## src/rtl/ro_odometer_ctrl.sv

```systemverilog
// ro_odometer_ctrl
// Measurement sequencer for the ring-oscillator odometer. It sweeps the
// enabled RO pairs. For each pair it clears the external edge counters,
// gates both oscillators for the programmed window, waits for the counts to
// settle, then captures them. It emits one signed delta (ref - stressed) per
// pair over a valid/ready handshake. While idle it drives the aging stress
// enable.
//
// Optional feature macro: RO_ODOMETER_CTRL_MINMAX_EN
//   When defined, adds max_delta_o / max_idx_o. These track the largest
//   accepted delta of the current sweep and hold it after the sweep ends.
//
// Ports:
//   clk_i, rst_i               clock, asynchronous active-high reset
//   start_i, abort_i           sweep request / abort
//   cfg_window_i               gate length in cycles (0 acts as 1)
//   cfg_mask_i                 pairs included in the sweep
//   cfg_stress_i               stress enable while idle
//   busy_o, done_o             sweep in progress / completion pulse
//   ro_sel_o, ro_en_o          selected pair and its gate enable
//   stress_en_o, cnt_clr_o     stress oscillation enable, counter clear
//   cnt_ref_i, cnt_str_i       synchronized counter values
//   res_valid_o, res_ready_i   result handshake
//   res_idx_o, res_delta_o     pair index and signed delta of the result
//   max_delta_o, max_idx_o     (optional) running maximum delta and its pair
module ro_odometer_ctrl #(
  parameter int NUM_RO     = 8,
  parameter int CNT_W      = 16,
  parameter int WIN_W      = 16,
  parameter int SETTLE_CYC = 4,
  localparam int IDX_W     = $clog2(NUM_RO)
) (
  input  logic             clk_i,
  input  logic             rst_i,
  input  logic             start_i,
  input  logic             abort_i,
  input  logic [WIN_W-1:0] cfg_window_i,
  input  logic [NUM_RO-1:0] cfg_mask_i,
  input  logic             cfg_stress_i,
  output logic             busy_o,
  output logic             done_o,
  output logic [IDX_W-1:0] ro_sel_o,
  output logic             ro_en_o,
  output logic             stress_en_o,
  output logic             cnt_clr_o,
  input  logic [CNT_W-1:0] cnt_ref_i,
  input  logic [CNT_W-1:0] cnt_str_i,
  output logic             res_valid_o,
  input  logic             res_ready_i,
  output logic [IDX_W-1:0] res_idx_o,
`ifdef RO_ODOMETER_CTRL_MINMAX_EN
  output logic [CNT_W:0]   res_delta_o,
  output logic [CNT_W:0]   max_delta_o,
  output logic [IDX_W-1:0] max_idx_o
`else
  output logic [CNT_W:0]   res_delta_o
`endif
);

  localparam int SET_W = $clog2(SETTLE_CYC + 1);

  typedef enum logic [2:0] {
    IDLE, SCAN, CLEAR, GATE, SETTLE, CAPTURE, DONE
  } state_t;

  state_t                  state_q, state_d;
  logic [WIN_W-1:0]        win_q;
  logic [NUM_RO-1:0]       mask_q;
  logic [IDX_W:0]          ptr_q;       // one bit wider so it can point past the last pair
  logic [IDX_W-1:0]        sel_q;
  logic [WIN_W-1:0]        gate_cnt_q;
  logic [SET_W-1:0]        settle_cnt_q;
  logic                    res_valid_q;
  logic [IDX_W-1:0]        res_idx_q;
  logic signed [CNT_W:0]   res_delta_q;
  logic                    scan_found;
  logic [IDX_W-1:0]        scan_idx;
  logic                    handshake;
`ifdef RO_ODOMETER_CTRL_MINMAX_EN
  logic signed [CNT_W:0]   max_delta_q;
  logic [IDX_W-1:0]        max_idx_q;
`endif

  // Zero-extend both counts so the full unsigned range gives a correct signed difference.
  function automatic logic signed [CNT_W:0] ref_minus_str(input logic [CNT_W-1:0] r,
                                                          input logic [CNT_W-1:0] s);
    return $signed({1'b0, r}) - $signed({1'b0, s});
  endfunction

  // Lowest enabled pair at or above the sweep pointer; a descending loop leaves the lowest hit.
  always_comb begin
    scan_found = 1'b0;
    scan_idx   = '0;
    for (int i = NUM_RO - 1; i >= 0; i--) begin
      if (mask_q[i] && ((IDX_W + 1)'(i) >= ptr_q)) begin
        scan_found = 1'b1;
        scan_idx   = IDX_W'(i);
      end
    end
  end

  assign handshake = (state_q == CAPTURE) && res_valid_q && res_ready_i && !abort_i;

  always_comb begin
    state_d = state_q;
    unique case (state_q)
      IDLE:    if (start_i) state_d = SCAN;
      SCAN:    state_d = scan_found ? CLEAR : DONE;
      CLEAR:   state_d = GATE;
      GATE:    if (gate_cnt_q == WIN_W'(1)) state_d = SETTLE;
      SETTLE:  if (settle_cnt_q == SET_W'(1)) state_d = CAPTURE;
      CAPTURE: if (res_valid_q && res_ready_i) state_d = SCAN;
      DONE:    state_d = IDLE;
      default: state_d = IDLE;
    endcase
    // Abort wins over everything, including a result handshake in the same cycle.
    if (abort_i && (state_q != IDLE)) state_d = IDLE;
  end

  always_ff @(posedge clk_i or posedge rst_i) begin
    if (rst_i) begin
      state_q      <= IDLE;
      win_q        <= '0;
      mask_q       <= '0;
      ptr_q        <= '0;
      sel_q        <= '0;
      gate_cnt_q   <= '0;
      settle_cnt_q <= '0;
      res_valid_q  <= 1'b0;
      res_idx_q    <= '0;
      res_delta_q  <= '0;
`ifdef RO_ODOMETER_CTRL_MINMAX_EN
      max_delta_q  <= '0;
      max_idx_q    <= '0;
`endif
    end else begin
      state_q <= state_d;
      unique case (state_q)
        IDLE: begin
          if (start_i) begin
            win_q  <= cfg_window_i;
            mask_q <= cfg_mask_i;
            ptr_q  <= '0;
`ifdef RO_ODOMETER_CTRL_MINMAX_EN
            max_delta_q <= {1'b1, {CNT_W{1'b0}}};
            max_idx_q   <= '0;
`endif
          end
        end
        SCAN: begin
          if (scan_found) sel_q <= scan_idx;
        end
        CLEAR: begin
          gate_cnt_q <= (win_q == '0) ? WIN_W'(1) : win_q;
        end
        GATE: begin
          gate_cnt_q <= gate_cnt_q - WIN_W'(1);
          if (gate_cnt_q == WIN_W'(1)) settle_cnt_q <= SET_W'(SETTLE_CYC);
        end
        SETTLE: begin
          settle_cnt_q <= settle_cnt_q - SET_W'(1);
        end
        CAPTURE: begin
          // The first cycle samples the settled counters; the fields then hold until accepted.
          if (!res_valid_q) begin
            res_delta_q <= ref_minus_str(cnt_ref_i, cnt_str_i);
            res_idx_q   <= sel_q;
            res_valid_q <= 1'b1;
          end else if (handshake) begin
            res_valid_q <= 1'b0;
            ptr_q       <= {1'b0, sel_q} + (IDX_W + 1)'(1);
`ifdef RO_ODOMETER_CTRL_MINMAX_EN
            // Strictly greater: on a tie the earlier (lower) pair is kept.
            if (res_delta_q > max_delta_q) begin
              max_delta_q <= res_delta_q;
              max_idx_q   <= res_idx_q;
            end
`endif
          end
        end
        default: ;
      endcase
      if (abort_i && (state_q != IDLE)) res_valid_q <= 1'b0;
    end
  end

  assign busy_o      = (state_q != IDLE);
  assign done_o      = (state_q == DONE);
  assign ro_en_o     = (state_q == GATE);
  assign cnt_clr_o   = (state_q == CLEAR);
  assign stress_en_o = (state_q == IDLE) && cfg_stress_i;
  assign ro_sel_o    = sel_q;
  assign res_valid_o = res_valid_q;
  assign res_idx_o   = res_idx_q;
  assign res_delta_o = res_delta_q;
`ifdef RO_ODOMETER_CTRL_MINMAX_EN
  assign max_delta_o = max_delta_q;
  assign max_idx_o   = max_idx_q;
`endif

endmodule

```

## config.mk

```make
export PLATFORM = sky130hd
export DESIGN_NAME = ro_odometer_ctrl
export DESIGN_NICKNAME = d
export VERILOG_FILES = /design/src/rtl/ro_odometer_ctrl.sv
export SDC_FILE = /design/constraint.sdc
export NUM_CORES = 1
export LEC_CHECK = 0
export ABC_AREA = 1
export ABC_CLOCK_PERIOD_IN_PS = 2800
export BUFFER_PORTS_ARGS = -buffer_cell sky130_fd_sc_hd__clkbuf_2
export CAP_MARGIN = 0
export CORE_MARGIN = 8
export CORE_UTILIZATION = 50
export DETAILED_ROUTE_END_ITERATION = 10
export GPL_ROUTABILITY_DRIVEN = 0
export PLACE_DENSITY_LB_ADDON = 0.2
export SYNTH_ARGS = -nofsm -noshare
export SYNTH_HDL_FRONTEND = slang
export SYNTH_SLANG_ARGS = --single-unit
```

## constraint.sdc

```tcl
create_clock -name clk_i -period 2.8 [get_ports clk_i]
set_input_delay 0.42 -clock clk_i [delete_from_list [all_inputs] [get_ports clk_i]]
set_output_delay 0.42 -clock clk_i [all_outputs]
set_load 0.01 [all_outputs]
```

==> run summary, run 1 <==
placed instance area = 5390 sq um
crit path kind = register to register
worst hold slack = 0.136 ns
n_diodes = 0
P_leak = 0.00314 uW
Synthesis Warnings = 0
# Post-CTS Setup Buffers = 0
largest net degree at the start of global routing = 46
number of iterations in the first detailed-routing pass = 7
number of vias per cell = 5.06
critical path required time = 3.09 ns
Clk pwr share = 17.8%
detailed-route wire length = 12.0 mm
Post-CTS Hold Fix Bufs = 0
WL met1 = 5.22 mm
CP Launch Type = register
CTS Buf Count = 9
Clock Sinks = 74
via count = 4489
gr ovfl total = 0
Syn Nets = 740
P per Cell Area = 945 nW/um^2
f_max = 497 MHz
Die Span Y = 114 um
Internal = 3030 uW
Crit. End Element = register
# IOs = 91
#FFs+latches synth = 74
Die X = 114 um
Skew-Pair Late Insertion Delay = 0.36 ns
CTS tree = yes
P_sw = 2280 uW
Layout Nets = 834
most common cell after layout, fill and taps aside = nand2_1
Mapped Area = 4820 sq um
met3 WL = 576 um
Setup TNS = 0 ns
row count = 36
Setup Skew = 0.0120 ns
root buffer cell = clkbuf_8
initial DRC count = 258
RSZ-0062 raised after global routing = false
sequential power share = 37.9%
full die area = 13000 sq um
Hold Vio Cnt, Final = 0
Hold Crit Class = input pin to asynchronous set/reset pin
number of routed nets with antenna violations = 0
H-Tree Depth = 3
combinational share of power = 44.3%
layout cell share with drive strength beyond 1 = 19.9%
most frequent cells in the layout = nand2_1, inv_1, clkbuf_2, dfrtp_1, nor2_1
global-route wire length before repair = 20.3 mm
Final Cycle Share = 71.9%
worst path arrival time = 2.30 ns
relative slew slack = 56.7%
sequential-to-total area share from yosys stat = 38.4%
Top Metal Used = met4
peak supply drop = 0.474 mV
post-cts gate resize count = 0
outcome = completed
Mapped Cells = 656
initial antenna violation count = 0
Most used DFF post-synth = dfrtp_1
minimum clock period = 2.01 ns
Port Buffers = 90
sw frac = 43.0%
WL/cell = 13.5 um
design area = 5620 sq um
vias in the first global route = 4563
Initial Util = 50.5%
clk buf depth = 2
MaxCap Viol Count = 0
Avg Inst Size Synth = 7.35 sq um
Post-synth ARST share = 100%
Post-synth EDFFs = 0
worst r2r path cells = 7
drc violations = 0
Slew Limit Fails = 0
synthesis-to-layout area growth = 16.6%
Core ar. = 9550 sq um
worst-margin pin slew = 0.648 ns
detailed placer's ending HPWL = 9.33 mm
unique cell type count in the Yosys netlist = 43
CTS clk-pin slew, worst paths = 0.08 ns
routed wl met2 = 5.90 mm
top fanout value on the critical path = 30
overall routing resource usage = 19.2%
Setup Viol. Count Final = 0
power groups by stage:
stage               registers [uW]  clock network, uW  logic, uW
floorplan                     1980                  0       1710
global placement              2010                  0       2300
detailed placement            2020                  0       2360
CTS                           2010                972       2380
global route                  2080               1020       2700
finish                        2010                945       2360
final timing paths:
path / startpoint / to / slack (ns)
min in group clk_i: cfg_mask_i[3] / mask_q[3] / 0.30
max in group asynchronous: rst_i / win_q[15] / 1.99
min: rst_i / mask_q[1] / 0.14
min reg2reg: win_q[8] / gate_cnt_q[8] / 0.49
max reg2reg: state_q[1] / res_delta_o[16] / 0.79
max: state_q[1] / res_delta_o[16] / 0.79
cell type report:
cell class | instances | area (sq um)
multi-input cells | 462 | 2480
clock buffers | 9 | 124
repair buffers | 91 | 470
clock inverters | 7 | 101
well taps | 133 | 166
inverters | 112 | 420
fillers | 936 | 3930
flip-flops and latches | 74 | 1850
synthesized netlist by cell type, drive strengths merged (5+ instances only):
library cell	number	area [sq um]
xor2	7	61.3
inv	112	420
nor2	75	323
nand3	61	328
ha	21	263
or2	5	31.3
mux2	14	191
nand2	200	766
o21ai	22	110
a21oi	23	130
buf	6	55.1
nand4	8	50.1
dfrtp	74	1850
cell families after synthesis:
family          share of synthesized area (%)
fa+ha+maj                                5.87
mux                                      3.97
xor+xnor                                 1.82
buf+inv                                  10.0
compound gates                           7.55
flops                                    38.4
simple gates                             32.3
routing by layer:
metal	vias to the layer above	global-route usage, %
li1	2256	-
met1	2080	23.0
met2	131	32.9
met3	22	4.27
met4	0	6.83
met5	-	0
flip-flops by register name (all words and copies together), names as in the netlist:
name and flops:
res_delta_o 17, gate_cnt_q 16, win_q 16, mask_q 8
ptr_q 4, res_idx_o 3, ro_sel_o 3, settle_cnt_q 3
state_q 3, res_valid_o 1
worst max-delay path: stages, from the launching register on:
cell and delay (ns):
dfrtp_1 0.47, inv_2 0.19, nand3_4 0.12, nor2_2 0.43
inv_2 0.35, a211oi_2 0.24, nand2_1 0.08, nand2_1 0.06
metrics by stage:
| step | util (%) | instances | total power, uW | worst slack (ns) |
|---|---|---|---|---|
| floorplan | - | 656 | 3700 | 0.498 |
| global placement | 56.5 | 872 | 4310 | 0.859 |
| detailed placement | 56.5 | 872 | 4380 | 0.801 |
| CTS | 58.8 | 888 | 5360 | 0.764 |
| global route | 58.8 | 888 | 5810 | 0.611 |
| finish | 58.8 | 888 | 5310 | 0.787 |
(Power assumes the default switching activity.)
==> inputs of run 2 (changes only) <==
--- a/config.mk
+++ b/config.mk
@@ -6,7 +6,7 @@
 export NUM_CORES = 1
 export LEC_CHECK = 0
 export ABC_AREA = 1
-export ABC_CLOCK_PERIOD_IN_PS = 2800
+export ABC_CLOCK_PERIOD_IN_PS = 1890
 export BUFFER_PORTS_ARGS = -buffer_cell sky130_fd_sc_hd__clkbuf_2
 export CAP_MARGIN = 0
 export CORE_MARGIN = 8
==> constraint.sdc (replaced) <==
create_clock -name clk_i -period 1.89 [get_ports clk_i]
set_input_delay 0.2835 -clock clk_i [delete_from_list [all_inputs] [get_ports clk_i]]
set_output_delay 0.2835 -clock clk_i [all_outputs]
set_load 0.01 [all_outputs]
==> run summary, run 2 (synthesis results as in run 1) <==
outcome = completed
global-route wire length before repair = 21.3 mm
final core utilization = 59.0%
row count = 36
H-Tree Depth = 3
minimum clock period = 1.80 ns
number of routed nets with antenna violations = 0
Critical R2R Capture = gate_cnt_q[12]
crit path kind = register to output pin
Skew-Pair Late Insertion Delay = 0.37 ns
gr ovfl total = 0
Die X = 114 um
P_leak = 0.00315 uW
final cell count without fillers = 895
critical path required time = 1.61 ns
Initial Util = 50.5%
CTS clk-pin slew, worst paths = 0.08 ns
top fanout value on the critical path = 6
CP cell instances = buf_4 > nor3_4 > buf_4 > clkbuf_2
initial antenna violation count = 0
most frequent cells in the layout = nand2_1, inv_1, clkbuf_2, dfrtp_1, nor2_1
CTS Buf Count = 9
Layout Nets = 841
Port Buffers = 90
Die Span Y = 114 um
CP max stage delay = 0.44 ns
hold path cells = 2
worst r2r path cells = 9
WL/cell = 13.6 um
n_diodes = 0
most used cell, CP = buf_4
MaxCap Viol Count = 0
peak supply drop = 0.631 mV
detailed-route wire length = 12.2 mm
P per Cell Area = 1370 nW/um^2
R2R Setup Slk = 0.21 ns
Setup Skew = 0.0145 ns
Setup TNS = 0 ns
root buffer cell = clkbuf_8
# Post-CTS Setup Buffers = 0
vias in the first global route = 4823
number of iterations in the first detailed-routing pass = 5
Final Cycle Share = 95.1%
full die area = 13000 sq um
initial DRC count = 277
Slowest-stage cell, CP = dfrtp_2
Hold Crit Class = input pin to register
RSZ-0062 raised after global routing = false
Hold Vio Cnt, Final = 0
# IOs = 91
layout cell share with drive strength beyond 1 = 20.9%
Core ar. = 9550 sq um
relative slew slack = 67.1%
overall routing resource usage = 20.1%
hold_sp = cfg_mask_i[3]
most common cell after layout, fill and taps aside = nand2_1
clk buf depth = 2
via count = 4484
Hold EP = mask_q[3]
Setup Viol. Count Final = 0
CTS tree = yes
worst path arrival time = 1.51 ns
largest net degree at the start of global routing = 61
Post-Place Cells = 878
Slew Limit Fails = 0
synthesis-to-layout area growth = 17.0%
worst-margin pin slew = 0.493 ns
RR Startpoint = gate_cnt_q[0]
Crit. End Element = output pin
f_max = 556 MHz
max reg flops = 17
number of vias per cell = 5.01
Clock Sinks = 74
CP Launch Type = register
drc violations = 0
detailed placer's ending HPWL = 9.36 mm
-- run 2: layer usage --
metal / vias up / part of all wire, % / track usage (%)
met1: 2080 / 44 / 23.2
met3: 25 / 6.1 / 6.01
met5: - / 0 / 0
met4: 0 / 2.0 / 7.28
li1: 2256 / - / -
met2: 123 / 48 / 34.4
-- run 2: worst max-delay path, delay by kind of cell (launching register included) --
kind                   cells  cell delay, ns
buffers and inverters      3            0.51
flip-flops                 1            0.44
AND/OR/NAND/NOR            1            0.20
-- run 2: per-stage QoR --
step	power [uW]	cell area (sq um)	setup slack, ns	hold slack [ns]
6_report	7740	5640	0.0925	0.141
3_5_place_dp	6580	5440	0.0475	0.290
5_1_grt	8430	5640	0.00728	0.132
4_1_cts	7780	5630	0.0569	0.123
3_3_place_gp	6460	5440	0.0975	0.279
2_1_floorplan	5480	4820	0.301	0.432
-- run 2: cell type report --
class	instances	area, sq um
Multi-Input combinational cell	462	2490
Timing Repair Buffer	98	526
Tap cell	133	166
Sequential cell	74	1850
Fill cell	952	3910
Clock inverter	6	42.5
Clock buffer	10	138
Inverter	112	424
-- run 2: repair_timing --
item | CTS | global route
hold buffers | 1 | 0
gates resized for setup | 0 | 3
hold endpoints to repair | 14 | 0
endpoints found under the setup margin | 0 | 4
-- run 2: worst max path at each step --
stage | start | end | slack (ns)
2_1_floorplan | cnt_ref_i[0] | res_delta_o[12] | 0.30
3_3_place_gp | cnt_ref_i[0] | res_delta_o[12] | 0.1
3_5_place_dp | cnt_ref_i[0] | res_delta_o[12] | 0.05
4_1_cts | state_q[2] | cnt_clr_o | 0.06
5_1_grt | state_q[0] | ro_en_o | 0.007
6_report | state_q[2] | cnt_clr_o | 0.09
-- run 2: power by group --
| part | switching, uW | internal (uW) |
|---|---|---|
| registers | 590 | 2340 |
| clock network | 644 | 511 |
| logic | 2190 | 1460 |
| total | 3430 | 4310 |
